### src/rtl/arb_pkg.sv
// Shared types and defaults for the two-master data-RAM arbiter.
// Optional stall counters are built only when ARB_PERF_EN is defined.
package arb_pkg;

  typedef enum logic [1:0] {
    IDLE = 2'd0,
    OWN0 = 2'd1,
    OWN1 = 2'd2
  } arb_state_e;

  typedef enum logic {
    M0 = 1'b0,
    M1 = 1'b1
  } mst_e;

  localparam int unsigned MAX_HOLD_DEF = 4;

endpackage

### src/rtl/arb_sat_cnt.sv
// Saturating up-counter used for per-master stall statistics.
// Instantiated by mem_arbiter only under ARB_PERF_EN.
module arb_sat_cnt #(
  parameter int W = 32
) (
  input  logic         i_clk,
  input  logic         i_rst,
  input  logic         i_inc,
  output logic [W-1:0] o_cnt
);

  always_ff @(posedge i_clk) begin
    if (i_rst) begin
      o_cnt <= '0;
    end else if (i_inc && (o_cnt != '1)) begin
      o_cnt <= o_cnt + 1'b1;
    end
  end

endmodule

### src/rtl/mem_arbiter.sv
// Two-master round-robin arbiter with bounded hold for a shared data RAM.
// Define ARB_PERF_EN to build the saturating per-master stall counters.
module mem_arbiter
  import arb_pkg::*;
#(
  parameter int ADDR_W   = 32,
  parameter int MAX_HOLD = MAX_HOLD_DEF
) (
  input  logic              i_clk,
  input  logic              i_rst,
  input  logic              i_m0_req,
  input  logic              i_m0_we,
  input  logic [ADDR_W-1:0] i_m0_addr,
  input  logic [31:0]       i_m0_wdata,
  input  logic [3:0]        i_m0_be,
  output logic              o_m0_gnt,
  output logic              o_m0_rvalid,
  output logic [31:0]       o_m0_rdata,
  input  logic              i_m1_req,
  input  logic              i_m1_we,
  input  logic [ADDR_W-1:0] i_m1_addr,
  input  logic [31:0]       i_m1_wdata,
  input  logic [3:0]        i_m1_be,
  output logic              o_m1_gnt,
  output logic              o_m1_rvalid,
  output logic [31:0]       o_m1_rdata,
  output logic              o_mem_en,
  output logic              o_mem_we,
  output logic [ADDR_W-1:0] o_mem_addr,
  output logic [31:0]       o_mem_wdata,
  output logic [3:0]        o_mem_be,
  input  logic [31:0]       i_mem_rdata,
  output logic [31:0]       o_stall_cnt0,
  output logic [31:0]       o_stall_cnt1
);

  localparam int HW = $clog2(MAX_HOLD + 1);
  localparam logic [HW-1:0] HOLD_MAX = HW'(MAX_HOLD);

  arb_state_e    state_q, state_d;
  logic [HW-1:0] hold_q, hold_d;
  mst_e          last_q, last_d;
  logic          pend0_q, pend1_q;
  logic          drop_q;
  logic          gnt0, gnt1;
  logic          keep;

  assign keep = hold_q < HOLD_MAX;

  // drop_q blanks the first cycle after a reset that cut a read short
  always_comb begin
    gnt0 = 1'b0;
    gnt1 = 1'b0;
    if (!i_rst && !drop_q) begin
      unique case ({i_m0_req, i_m1_req})
        2'b10: gnt0 = 1'b1;
        2'b01: gnt1 = 1'b1;
        2'b11: begin
          unique case (state_q)
            OWN0: begin
              gnt0 = keep;
              gnt1 = !keep;
            end
            OWN1: begin
              gnt1 = keep;
              gnt0 = !keep;
            end
            default: begin
              gnt0 = (last_q == M1);
              gnt1 = (last_q == M0);
            end
          endcase
        end
        default: ;
      endcase
    end
  end

  always_comb begin
    state_d = IDLE;
    hold_d  = '0;
    last_d  = last_q;
    if (gnt0) begin
      state_d = OWN0;
      last_d  = M0;
      if (i_m1_req) begin
        hold_d = (state_q == OWN0) ? hold_q + 1'b1
                                   : HW'(1);
      end
    end else if (gnt1) begin
      state_d = OWN1;
      last_d  = M1;
      if (i_m0_req) begin
        hold_d = (state_q == OWN1) ? hold_q + 1'b1
                                   : HW'(1);
      end
    end
  end

  always_ff @(posedge i_clk) begin
    if (i_rst) begin
      state_q <= IDLE;
      hold_q  <= '0;
      last_q  <= M1;
      pend0_q <= 1'b0;
      pend1_q <= 1'b0;
      drop_q  <= drop_q | pend0_q | pend1_q;
    end else begin
      state_q <= state_d;
      hold_q  <= hold_d;
      last_q  <= last_d;
      pend0_q <= gnt0 & ~i_m0_we;
      pend1_q <= gnt1 & ~i_m1_we;
      drop_q  <= 1'b0;
    end
  end

  assign o_m0_gnt = gnt0;
  assign o_m1_gnt = gnt1;
  assign o_mem_en = gnt0 | gnt1;

  always_comb begin
    o_mem_we    = 1'b0;
    o_mem_addr  = '0;
    o_mem_wdata = '0;
    o_mem_be    = '0;
    unique case (1'b1)
      gnt0: begin
        o_mem_we    = i_m0_we;
        o_mem_addr  = i_m0_addr;
        o_mem_wdata = i_m0_wdata;
        o_mem_be    = i_m0_be;
      end
      gnt1: begin
        o_mem_we    = i_m1_we;
        o_mem_addr  = i_m1_addr;
        o_mem_wdata = i_m1_wdata;
        o_mem_be    = i_m1_be;
      end
      default: ;
    endcase
  end

  assign o_m0_rvalid = pend0_q & ~i_rst;
  assign o_m1_rvalid = pend1_q & ~i_rst;
  assign o_m0_rdata  = o_m0_rvalid ? i_mem_rdata : '0;
  assign o_m1_rdata  = o_m1_rvalid ? i_mem_rdata : '0;

`ifdef ARB_PERF_EN
  arb_sat_cnt #(.W(32)) u_stall0 (
    .i_clk (i_clk),
    .i_rst (i_rst),
    .i_inc (i_m0_req & ~gnt0),
    .o_cnt (o_stall_cnt0)
  );

  arb_sat_cnt #(.W(32)) u_stall1 (
    .i_clk (i_clk),
    .i_rst (i_rst),
    .i_inc (i_m1_req & ~gnt1),
    .o_cnt (o_stall_cnt1)
  );
`else
  assign o_stall_cnt0 = '0;
  assign o_stall_cnt1 = '0;
`endif

endmodule

### config.mk
export PLATFORM = sky130hd
export DESIGN_NAME = mem_arbiter
export DESIGN_NICKNAME = d
export VERILOG_FILES = /design/src/rtl/arb_pkg.sv /design/src/rtl/arb_sat_cnt.sv /design/src/rtl/mem_arbiter.sv
export SDC_FILE = /design/constraint.sdc
export NUM_CORES = 1
export LEC_CHECK = 0
export CAP_MARGIN = 40
export CORE_AREA = 10 10 139 141
export CTS_BUF_LIST = sky130_fd_sc_hd__clkbuf_8
export CTS_CLUSTER_DIAMETER = 30
export CTS_CLUSTER_SIZE = 25
export DETAILED_ROUTE_END_ITERATION = 16
export DIE_AREA = 0 0 149 151
export PLACE_DENSITY = 0.54
export SLEW_MARGIN = 25
export SYNTH_ARGS = -nofsm -noshare
export SYNTH_HDL_FRONTEND = slang
export SYNTH_SLANG_ARGS = --single-unit
### constraint.sdc
create_clock -name i_clk -period 3.2 [get_ports i_clk]
set_clock_uncertainty 0.2 [all_clocks]
set_input_delay 0.48 -clock i_clk [delete_from_list [all_inputs] [get_ports i_clk]]
set_output_delay 0.48 -clock i_clk [all_outputs]
set_load 0.01 [all_outputs]
After elaboration in Yosys (flattened, before gate mapping):

Cells that the tools add are included.
Widths: inputs -> output; s select.

* reductions and logical operators: 6
* eq/ne operators: 5
* $add $sub $neg: 1
* multiplexer cells: 22
* bitwise operators: 11
* order comparisons: 1

Operators by type and width (number)
* $pmux 32 s2: 2
* $mux 32: 2
* $mux 3: 6
* $pmux 1 s2: 5
* $pmux 4 s2: 1
* $eq 2x2->1 const B: 3
* $mux 1: 5
* $and 1x1->1: 4
* $eq 2x1->1 const B: 2
* $not 1->1: 4
* $add 3x1->3 const B: 1
* $logic_not 1->1: 3
* $lt 3x3->1 const B: 1
* $or 1x1->1: 3
* $mux 2: 1
* $reduce_bool 2->1: 1
* $reduce_or 2->1: 1
* $logic_and 1x1->1: 1

* input bits: 174
* word-level logic and storage cells: 53
* flip-flop bits (word level): 9
* output and inout bits: 202

Depth between registers and ports, before layout:

Gate-level depths: netlist of the first run.

* word-level depth: 7
* gate-level depth with buffers: 7
* gate-level depth less buffers: 7

Least setup slack after synthesis of the first run:

OpenSTA, ideal clock, no wires.

* path kind: register -> output
* start: register state_q[0]
* end: output port o_mem_addr[0]
* data arrival time: 1.637 ns
* slack: 0.883 ns
* stages on the path, launching flop included: 8
* buffers on the path: 2
* data required time: 2.520 ns
* cells stage by stage: dfxtp_1 > inv_1 > ha_1 > nand2b_1 > o2111a_1 > buf_6 > buf_6 > a22o_1

* longest elaborated chain between the ends: 5
* elaborated cells between the ends (all ways): 9
* classes of those cells: eq/ne (2); mux (7)

RTL lines
* from (decl): line mem_arbiter.sv:40 `arb_state_e state_q, state_d;`
* from (signal assigned): line mem_arbiter.sv:109 `state_q <= state_d;`
* $eq 2x2->1 or $eq 2x1->1 (tied branches): line mem_arbiter.sv:59 `unique case (state_q)`
* $pmux 1 s2: line mem_arbiter.sv:59
* $pmux 1 s2: line mem_arbiter.sv:55 `unique case ({i_m0_req, i_m1_req})`
* $mux 1: line mem_arbiter.sv:54 `if (!i_rst && !drop_q) begin`
* $pmux 32 s2 (*): line mem_arbiter.sv:127 `unique case (1'b1)`
* to (decl): line mem_arbiter.sv:29 `output logic [ADDR_W-1:0] o_mem_addr,`

Every way passes the cells marked *; elsewhere a longest branch is shown, timed or not.

Final worst setup path of the first run:

* start: input port i_m1_req
* end: output port o_mem_addr[31]

* longest elaborated chain between the ends: 4
* elaborated cells between the ends (all ways): 8
* classes of those cells: eq/ne (3); mux (5)

RTL lines
* from (decl): line mem_arbiter.sv:19 `input logic i_m1_req,`
* $eq 2x2->1 or $eq 2x1->1 (tied branches): line mem_arbiter.sv:55
* $pmux 1 s2: line mem_arbiter.sv:55
* $mux 1: line mem_arbiter.sv:54
* $pmux 32 s2 (*): line mem_arbiter.sv:127

Marked as above.

==> results of run 1 <==
[path summary, 6_finish.rpt]
path,from,depth (start not counted),end,slack [ps]
max,i_m1_req,7,o_mem_addr[31],60
min,pend0_q$_SDFF_PP0_,1,drop_q$_SDFF_PN0_,260
max reg2reg,state_q[0]$_SDFF_PP0_,8,hold_q[2]$_SDFF_PP0_,900
min reg2reg,pend0_q$_SDFF_PP0_,1,drop_q$_SDFF_PN0_,260
[sequential cells by signal (all words and copies together), names as in the netlist]
register  count
pend1_q       1
state_q       2
last_q        1
pend0_q       1
drop_q        1
hold_q        3
[synthesized netlist by cell type, types with 2 or more instances]
cell,instances
sky130_fd_sc_hd__nand2b_1,3
sky130_fd_sc_hd__and2_1,64
sky130_fd_sc_hd__nand2_1,2
sky130_fd_sc_hd__nand3_1,2
sky130_fd_sc_hd__dfxtp_1,9
sky130_fd_sc_hd__buf_4,64
sky130_fd_sc_hd__inv_1,3
sky130_fd_sc_hd__ha_1,3
sky130_fd_sc_hd__nor2b_1,4
sky130_fd_sc_hd__a22o_1,69
sky130_fd_sc_hd__o2111a_1,2
sky130_fd_sc_hd__buf_6,6
sky130_fd_sc_hd__buf_2,9
sky130_fd_sc_hd__clkbuf_1,6
sky130_fd_sc_hd__nor2_1,5
[layer usage]
layer | share of wire | up-vias | wire [µm]
met5 | 0 | - | 0
met3 | 0.13 | 21 | 1915
li1 | - | 1430 | -
met4 | 0.018 | 0 | 272
met2 | 0.54 | 199 | 8102
met1 | 0.32 | 1341 | 4831
[repair_timing]
item | in CTS | in global routing
endpoints found under the setup margin | 1 | 62
gates resized for setup | 1 | 50
hold endpoints to repair | 0 | 0
pin swaps | 0 | 1
cloned | 0 | 1
[layout by cell type (no fill, tap or decap), types with 2 or more instances in the layout]
| cell | count |
|---|---|
| sky130_fd_sc_hd__a22o_1 | 69 |
| sky130_fd_sc_hd__and2_1 | 64 |
| sky130_fd_sc_hd__buf_12 | 5 |
| sky130_fd_sc_hd__buf_4 | 10 |
| sky130_fd_sc_hd__buf_6 | 2 |
| sky130_fd_sc_hd__clkbuf_8 | 3 |
| sky130_fd_sc_hd__clkdlybuf4s50_1 | 261 |
| sky130_fd_sc_hd__conb_1 | 64 |
| sky130_fd_sc_hd__dfxtp_1 | 9 |
| sky130_fd_sc_hd__dlymetal6s2s_1 | 48 |
| sky130_fd_sc_hd__ha_1 | 3 |
| sky130_fd_sc_hd__inv_1 | 4 |
| sky130_fd_sc_hd__nand2_1 | 2 |
| sky130_fd_sc_hd__nand2b_1 | 3 |
| sky130_fd_sc_hd__nand3_1 | 2 |
| sky130_fd_sc_hd__nor2_1 | 5 |
| sky130_fd_sc_hd__nor2b_1 | 2 |
| sky130_fd_sc_hd__nor2b_2 | 2 |
[power groups by stage]
| stage | registers (mW) | clock network [mW] | logic (mW) |
|---|---|---|---|
| finish | 0.124 | 0.128 | 0.719 |
| global route | 0.124 | 0.143 | 0.772 |
| CTS | 0.124 | 0.133 | 0.731 |
| detailed placement | 0.126 | 0 | 0.727 |
| global placement | 0.126 | 0 | 0.724 |
| floorplan | 0.125 | 0 | 0.313 |
[layout make-up]
class / instances / area, µm²
multi-input combinational: 230 / 1506
sequential: 9 / 180.2
tap: 220 / 275.3
clock inverter: 1 / 3.754
inverter: 4 / 15.01
fill: 1716 / 11000
clock buffer: 3 / 41.29
timing repair buffer: 328 / 3445
[kinds of logic (layout without fill, tap and decap cells)]
group                      count (synthesis)  in the layout  synth area share
buffers and inverters                     89            336            0.3040
AOI/OAI and AO/OA                         78             78            0.3335
muxes                                      2              2           0.01266
DFF                                        9              9           0.08685
adders and majority gates                  3              3           0.01810
xor gates and xnor gates                   1              1          0.004223
other                                      1             64          0.001808
and+or+nand+nor                           82             82            0.2388
==> results.txt, run 1 <==
----------------------------------------------------
[Place]
  Worst setup timing slack at the placement stage ... 23.01 ps
  Detailed placement HPWL ... 13460 µm
  Cell Count Post-Placement ... 790
  Placed inst area ... 5270 µm²
  Final GP Congestion ... 0.9110
  Buffers added on ports ... 311

[Detailed routing]
  Final routed wirelength across all metal layers ... 15120 µm
  Vias per Instance ... 3.762
  DR WL/cell ... 19.02 µm
  Pre-Repair DR Iteration Count ... 5
  Residual DRC count ... 0
  Violation count after the first detailed-route iteration ... 78
  Vias ... 2991
  Final ANT Viol Nets ... 0

[Power and ir drop]
  Pwr Density ... 177.6 nW/µm²
  Net switching power of the design ... 0.3300 mW
  Design internal power ... 0.6409 mW
  Leakage power ... 2.878 nW
  Sw Share ... 0.3399
  Seq pwr share ... 0.128
  Post-route total power ... 0.9709 mW
  Worst vdd ir ... 0.09545 mV
  Relative contribution of combinational cells to total power ... 0.740
  Clock network fraction of total power ... 0.132

[Global route]
  Pin count of the biggest net entering global routing ... 51
  Global routing usage summed across all routing layers ... 0.1185
  GRT overflow ... 0
  First-pass GRT wire length ... 20880 µm
  Vias in the first global route ... 3252
  Met3 capacity usage during global routing ... 0.05579
  Initial antenna violation count ... 0
  Busiest grt layer ... met2
  Global routing met1 resource utilization ... 0.1172
  GR Layer Usage met2 ... 0.2189

[Finish]
  Layout cell share with drive strength beyond 1 ... 0.04870
  Number of antenna cells inserted ... 0
  Final design area excluding fillers ... 5466 µm²
  Area overhead of the layout relative to synthesis ... 163.5%
  Number of non-filler instances in the completed layout ... 795
  Nets@finish ... 753
  Post-route core utilization ... 0.3320

[Timing]
  Hold Vio Cnt, Final ... 0
  Unrepaired setup endpoints after global routing ... true
  Period utilisation layout ... 0.9803
  Hold slack ... 255.3 ps
  Final Max Slew Viols ... 0
  Setup TNS Final ... 0 ps
  Final setup violation count ... 0
  Min Clock Period, post-route ... 3137 ps
  Smallest setup slack after layout ... 62.88 ps
  Maximum clock rate ... 318.8 MHz

[Synth]
  Portion of synthesized cell area occupied by the leading cell type ... 0.2913
  Most area-consuming cells after synthesis ... sky130_fd_sc_hd__a22o_1, sky130_fd_sc_hd__buf_4, sky130_fd_sc_hd__and2_1
  Instance count of the mapped netlist ... 265
  Avg Cell Area, Syn ... 7.828 µm²
  Flip-flop cell with the highest count after synthesis ... sky130_fd_sc_hd__dfxtp_1
  Register bit total from synthesis ... 9
  Leading area contributor after synthesis ... sky130_fd_sc_hd__a22o_1
  Fraction of the yosys area taken by sequential cells ... 0.08685
  Number of different library cells in the post-synthesis netlist ... 29
  Syn. warnings ... 0
  Number of enable flip-flop cells after synthesis ... 0
  Area of the mapped netlist ... 2074 µm²
  Async SR Flop Fraction ... 0

[Worst setup path]
  Kind of launch point of the worst setup path ... input pin
  Library cell appearing most often on the critical path ... sky130_fd_sc_hd__clkdlybuf4s50_1
  Buffering stage count on the worst path with inverters included ... 4
  Cell Chain, Critical Path ... clkdlybuf4s50_1 > buf_4 > nand3b_1 > o2111a_2 > buf_6 > a22o_1 > clkdlybuf4s50_1
  Arrival time at the worst endpoint ... 2460 ps
  Required time of the critical path ... 2520 ps
  Element type at the critical path end ... output pin
  Dominant delay contributor by cell family on the critical path ... buffers and inverters
  Crit path largest cell delay ... 570 ps
  Largest fanout on the critical path ... 13
  Slowest-stage cell, CP ... sky130_fd_sc_hd__clkdlybuf4s50_1
  Category of the most critical setup path ... in -> out

[Die]
  Cell row count ... 47
  Die ar. ... 22500 µm²
  Chip Width ... 149 µm
  Core area ... 16470 µm²
  Die height ... 151 µm
  I/O Pins ... 376
  Initial Util ... 0.1260

[Clock network]
  H-tree levels ... 1
  Clk root buf ... sky130_fd_sc_hd__clkbuf_8
  Max Buffers Root-to-Sink ... 2
  CTS tree ... built
  CTS Sinks ... 9
  Clock transition at the registers of the reported paths ... 40 ps
  Insertion delay of the later-clocked pin in the worst-skew pair ... 230 ps
  Hold_buf cts ... 0
  Total setup buffers inserted after CTS ... 0
  CTS Buf Count ... 3

[Outcome]
  Result of the run ... finished clean

[Min path]
  Type of the most critical hold path ... reg -> reg

[Job]
  Max-capacitance violation count ... 0

----------------------------------------------------
(Power assumes the default switching activity.)
==> run 2: changes to the inputs <==
--- a/config.mk
+++ b/config.mk
@@ -12,6 +12,7 @@
 export CTS_CLUSTER_SIZE = 25
 export DETAILED_ROUTE_END_ITERATION = 16
 export DIE_AREA = 0 0 149 151
+export GPL_ROUTABILITY_DRIVEN = 0
 export PLACE_DENSITY = 0.54
 export SLEW_MARGIN = 25
 export SYNTH_ARGS = -nofsm -noshare
==> results of run 2 <==
No change in the layout: final DEF, timing and power equal those of run 1.
